==> config.mk <==
export PLATFORM = sky130hd
export DESIGN_NAME = led_matrix_scan_driver
export DESIGN_NICKNAME = d
export VERILOG_FILES = /design/src/rtl/led_matrix_scan_driver.sv
export SDC_FILE = /design/constraint.sdc
export NUM_CORES = 1
export LEC_CHECK = 0
export CORE_MARGIN = 1
export CORE_UTILIZATION = 58
export CTS_BUF_LIST = sky130_fd_sc_hd__clkbuf_4 sky130_fd_sc_hd__clkbuf_8 sky130_fd_sc_hd__clkbuf_16
export CTS_CLUSTER_SIZE = 30
export DETAILED_ROUTE_END_ITERATION = 12
export PLACE_DENSITY = 0.76
export SETUP_SLACK_MARGIN = 0.3
export SLEW_MARGIN = 0
export SYNTH_ARGS = -nofsm -noshare
export SYNTH_HDL_FRONTEND = slang
export SYNTH_SLANG_ARGS = --single-unit
==> constraint.sdc <==
create_clock -name clk -period 6.32 [get_ports clk]
set_input_delay 0.632 -clock clk [delete_from_list [all_inputs] [get_ports clk]]
set_output_delay 0.632 -clock clk [all_outputs]
set_load 0.02 [all_outputs]
==> src/rtl/led_matrix_scan_driver.sv <==
// Column-multiplexed LED matrix driver: serial pixel chain, stage and display buffers, column scan.
// Optional LED_BLANK_EN macro blanks the first BLANK cycles of every column.
module led_matrix_scan_driver #(
  parameter int ROWS  = 8,
  parameter int COLS  = 8,
  parameter int DWELL = 4,
  parameter int BLANK = 1
) (
  input  logic            clk,
  input  logic            rst_n,
  input  logic            ena,
  input  logic            sdata,
  input  logic            shift_en,
  input  logic            latch,
  output logic [ROWS-1:0] row_out,
  output logic [COLS-1:0] col_sel,
  output logic            frame_start,
  output logic            pending
);

  localparam int N  = ROWS * COLS;
  localparam int DW = $clog2(DWELL);
  localparam int CW = $clog2(COLS);
`ifdef LED_BLANK_EN
  localparam bit BLANK_ON = 1'b1;
`else
  localparam bit BLANK_ON = 1'b0;
`endif

  logic [N-1:0]    chain;
  logic [N-1:0]    stage;
  logic [N-1:0]    display;
  logic [N-1:0]    display_nxt;
  logic [DW-1:0]   dwell_cnt;
  logic [CW-1:0]   col_idx;
  logic            latch_q;
  logic            latch_edge;
  logic            dwell_end;
  logic            col_end;
  logic            wrap;
  logic            blank;
  logic            drive;
  logic [COLS-1:0] col_onehot;
  logic [ROWS-1:0] row_sel;

  assign latch_edge = latch & ~latch_q;
  assign dwell_end  = (dwell_cnt == DW'(DWELL - 1));
  assign col_end    = (col_idx == CW'(COLS - 1));
  assign wrap       = ena & dwell_end & col_end;
  assign blank      = BLANK_ON & (dwell_cnt < DW'(BLANK));
  assign drive      = ena & ~blank;

  // The frame_start cycle is the swap window: a latch edge landing there bypasses the stage.
  always_comb begin
    display_nxt = display;
    if (frame_start) begin
      if (latch_edge)
        display_nxt = chain;
      else if (pending)
        display_nxt = stage;
    end
  end

  // Column slice taken from display_nxt so a swap is visible on the first column-0 cycle.
  always_comb begin
    col_onehot = '0;
    row_sel    = '0;
    for (int c = 0; c < COLS; c++) begin
      if (col_idx == CW'(c)) begin
        col_onehot[c] = 1'b1;
        row_sel       = display_nxt[c*ROWS +: ROWS];
      end
    end
  end

  always_ff @(posedge clk or negedge rst_n) begin
    if (!rst_n) begin
      chain       <= '0;
      stage       <= '0;
      display     <= '0;
      dwell_cnt   <= '0;
      col_idx     <= '0;
      latch_q     <= 1'b0;
      pending     <= 1'b0;
      frame_start <= 1'b0;
      col_sel     <= '0;
      row_out     <= '0;
    end else begin
      latch_q <= latch;
      if (shift_en)
        chain <= {chain[N-2:0], sdata};
      if (latch_edge)
        stage <= chain;
      display <= display_nxt;
      if (frame_start)
        pending <= 1'b0;
      else if (latch_edge)
        pending <= 1'b1;
      frame_start <= wrap;
      if (ena) begin
        if (dwell_end) begin
          dwell_cnt <= '0;
          col_idx   <= col_end ? '0 : col_idx + 1'b1;
        end else begin
          dwell_cnt <= dwell_cnt + 1'b1;
        end
      end
      col_sel <= drive ? col_onehot : '0;
      row_out <= drive ? row_sel : '0;
    end
  end

endmodule

==> metrics.md <==
| Metric | Value |
|---|---|
| CTS tree | done |
| CTS Sinks | 216 |
| Worst Reg2Reg Path Length in Cells | 6 |
| Worst-path cell chain | clkdlybuf4s50_1 -> and2b_1 -> o21a_2 -> mux2_2 -> a221oi_1 -> o211ai_1 -> nor4b_1 |
| Setup violations, final | 0 |
| Final Cell Area | ~9800 um^2 |
| Commonest non-fill, non-tap cells in the layout | dfrtp_1, mux2_2, nand2_1 |
| Vias per cell | 5.93 |
| Initial detailed-routing violation count | between 300 and 400 |
| Port bufs | 23 |
| H-tree depth | 1 |
| VDD IR max | 0.235 mV |
| Part of the power in combinational logic | 21.4% |
| Register bit total from synthesis | about 220 |
| Mapped Cells | about 670 |
| Die Area | approximately 16000 um^2 |
| Worst Setup End Kind | flop |
| Vias in the first global route | roughly 5500 |
| Clk_lat worst skew | about 0.5 ns |
| Fin nets | between 600 and 700 |
| Post-CTS setup buffers | 0 |
| Top delay family on crit path | compound AO/OA/AOI/OAI gates |
| Hpwl dp | ~11000 um |
| Starting Density | between 50% and 60% |
| Startpoint Class | primary input |
| Post-synthesis sequential area ratio | 61.6% |
| RSZ-0062 raised after global routing | false |
| Violated checks | DRC |
| Critical path peak fanout | between 40 and 50 |
| Register clock-pin slew on the reported worst setup and hold paths | 0.06 ns |
| Slowest cell on crit path | o21a_2 |
| Max-slew headroom | between 20 and 30% |
| Number of hold buffers added after CTS | 0 |
| Placement Setup Slack | between 2 and 2.5 ns |
| Reg power frac | between 40% and 50% |
| Status | complete, but fails checks |
| MaxCap Viol Count | 0 |
| Initial antenna violation count | 0 |
| IO Count | 24 |
| Largest net degree at the start of global routing | roughly 140 |
| Critical path class | in -> reg |
| Peak Freq | between 200 and 300 MHz |
| Buf/Inv on CP | 1 |
| Number of CTS-inserted buffers | 22 |
| Routed Antenna Nets | 0 |
| Mean area per synthesized cell | around 13 um^2 |
| Cell-internal power | about 2.8 mW |
| Area grow syn2layout | 11.9% |
| Most common cell after layout, fill and taps aside | dfrtp_1 |
| Drt pass-1 iters | 9 |
| # rows | between 40 and 50 |
| Psw | around 1.1 mW |
| CTS root buf | clkbuf_16 |
| Clock power frac | 33.7% |
| Yosys cell types | 47 |
| Reg2Reg Setup Slack | 3.28 ns |
| Placer Congestion | around 0.87 |
| Vias | roughly 5200 |
| Placed cell areas | slightly above 9000 um^2 |
| Setup ws final | 2.95 ns |
| Layout cell share with drive strength beyond 1 | a little over a quarter |
| WHS | ~0.3 ns |
| Final worst-path cycle share | between 50% and 60% |
| PwrDens | 397 nW/um^2 |
| Gr usage total | roughly 23% |
| Die Width | around 130 um |
| Hold Path Class | in -> async |
| Core Area | 14600 um^2 |
| Avg WL per Cell | between 15 and 20 um |
| Critical path depth | 7 |
| Congestion Overflow GR | 0 |
| First-pass GRT wire length | 28700 um |
| Die H | 125 um |
| Ant diodes | 0 |
| Clock skew | between 0.01 and 0.015 ns |
| Synth Net Count | 679 |
| CP Data Required Time | 6.68 ns |
| Hold Violations, Final | 0 |
| Post_cts resized | 0 |
| Worst slew pin tran | roughly 1.1 ns |
| YS warnings | 0 |
| CP max stage delay | approximately 0.94 ns |
| Net Sw Frac | between 20% and 30% |
| Setup_tns | 0 ns |
| Clock period minus worst slack | between 3 and 4 ns |
| Clock tree buffer depth | 3 |
| Post-route DRC | 2 |
| Final wirelength | between 15000 and 20000 um |
| Leak | between 4 and 5 nW |
| Synth Cell Area | a little under 9000 um^2 |
| Arr. time, crit path | 3.73 ns |
| Max Transition Viols Final | 0 |
-- cells in the mapped netlist, drive strengths merged --
| cell type | count | area [um^2] |
|---|---|---|
| o31a | 2 | 17.5 |
| and3 | 3 | 18.8 |
| a22oi | 4 | 30.0 |
| a2bb2oi | 5 | 43.8 |
| or2 | 3 | 18.8 |
| mux2i | 13 | 130 |
| a21oi | 3 | 15.0 |
| o221ai | 7 | 61.3 |
| nand2b | 6 | 37.5 |
| a22o | 6 | 52.6 |
| o21bai | 1 | 7.51 |
| o31ai | 2 | 15.0 |
| nand3b | 9 | 67.6 |
| and2b | 1 | 7.51 |
| a31oi | 5 | 31.3 |
| clkbuf | 15 | 56.3 |
| ha | 7 | 87.6 |
| mux2 | 140 | 1590 |
| nor3b | 1 | 7.51 |
| o21ai | 19 | 106 |
| nor4b | 4 | 41.3 |
| o21a | 1 | 7.51 |
| a221oi | 9 | 85.1 |
| nor2b | 1 | 6.26 |
| nand3 | 1 | 5.00 |
| a211oi | 3 | 22.5 |
| nand2 | 101 | 379 |
| o211ai | 6 | 45.0 |
| clkinv | 3 | 11.3 |
| nor2 | 16 | 60.1 |
| o22ai | 4 | 25.0 |
| or3b | 1 | 8.76 |
| and2 | 4 | 25.0 |
| inv | 17 | 63.8 |
| buf | 20 | 141 |
| nor3 | 5 | 25.0 |
| dfrtp | 216 | 5410 |
| a21o | 2 | 15.0 |
-- logic make-up (layout without fill, tap and decap cells) --
group,count (synthesis),in the layout,synth area share [%]
muxes,153,153,19.6
DFF,216,216,61.6
buffers and inverters,55,87,3.11
AOI/OAI and AO/OA,79,79,6.62
adders and majority gates,7,7,0.998
and+or+nand+nor,156,156,8.07
-- power groups by stage --
stage	clock, mW	combinational [mW]	sequential, mW
final	1.31	0.832	1.75
after global routing	1.39	0.901	1.78
after CTS	1.34	0.828	1.75
after detailed placement	0	0.821	1.77
after global placement	0	0.790	1.76
after floorplan	0	0.548	1.75
-- cell type report --
cell class                 instances  area, um^2
clock buffer                      32         656
clock inverter                     8        93.8
fill                            1027        4820
inverter                          20        75.1
multi-input combinational        395        3100
sequential                       216        5410
tap                              184         230
timing repair buffer              27         259
-- path summary, 6_finish.rpt --
| kind | from | endpoint |
|---|---|---|
| worst max-delay path | latch | row_out[0] |
| worst max register to register | latch_q | row_out[0] |
| worst min register to register | stage[14] | stage[14] |
| worst min-delay path | rst_n | chain[27] |
| min in group clk | stage[14] | stage[14] |
| max in group asynchronous | rst_n | stage[10] |
-- worst reg2reg max path, delay by kind of cell, from the launching register on --
| kind | cells | cell delay, ns |
|---|---|---|
| multiplexers | 1 | 0.45 |
| AO/OA/AOI/OAI | 3 | 1.34 |
| AND/OR/NAND/NOR | 2 | 0.67 |
| flip-flops | 1 | 0.44 |
-- through the flow --
step / total power [mW] / cells / util, %
after floorplan: 2.30 / 666 / -
after global placement: 2.55 / 842 / 61.9
after detailed placement: 2.59 / 842 / 61.9
after CTS: 3.92 / 882 / 67.1
after global routing: 4.07 / 882 / 67.1
final: 3.90 / 882 / 67.1
-- flip-flops by register name, summed over array words and instances, names as in the netlist, 2 cells and up --
name and count:
display 64, dwell_cnt 2, chain 64, col_idx 3, row_out 8, col_sel 8
stage 64
-- layer usage --
metal | track usage (%) | vias up | wire (um)
met5 | 0 | - | 0
met4 | 7.96 | 0 | 528
met3 | 4.02 | 36 | 973
met2 | 36.0 | 155 | 8130
met1 | 33.2 | 2680 | 7700
li1 | - | 2356 | -
No activity file was read; power rests on OpenSTA's default activity.
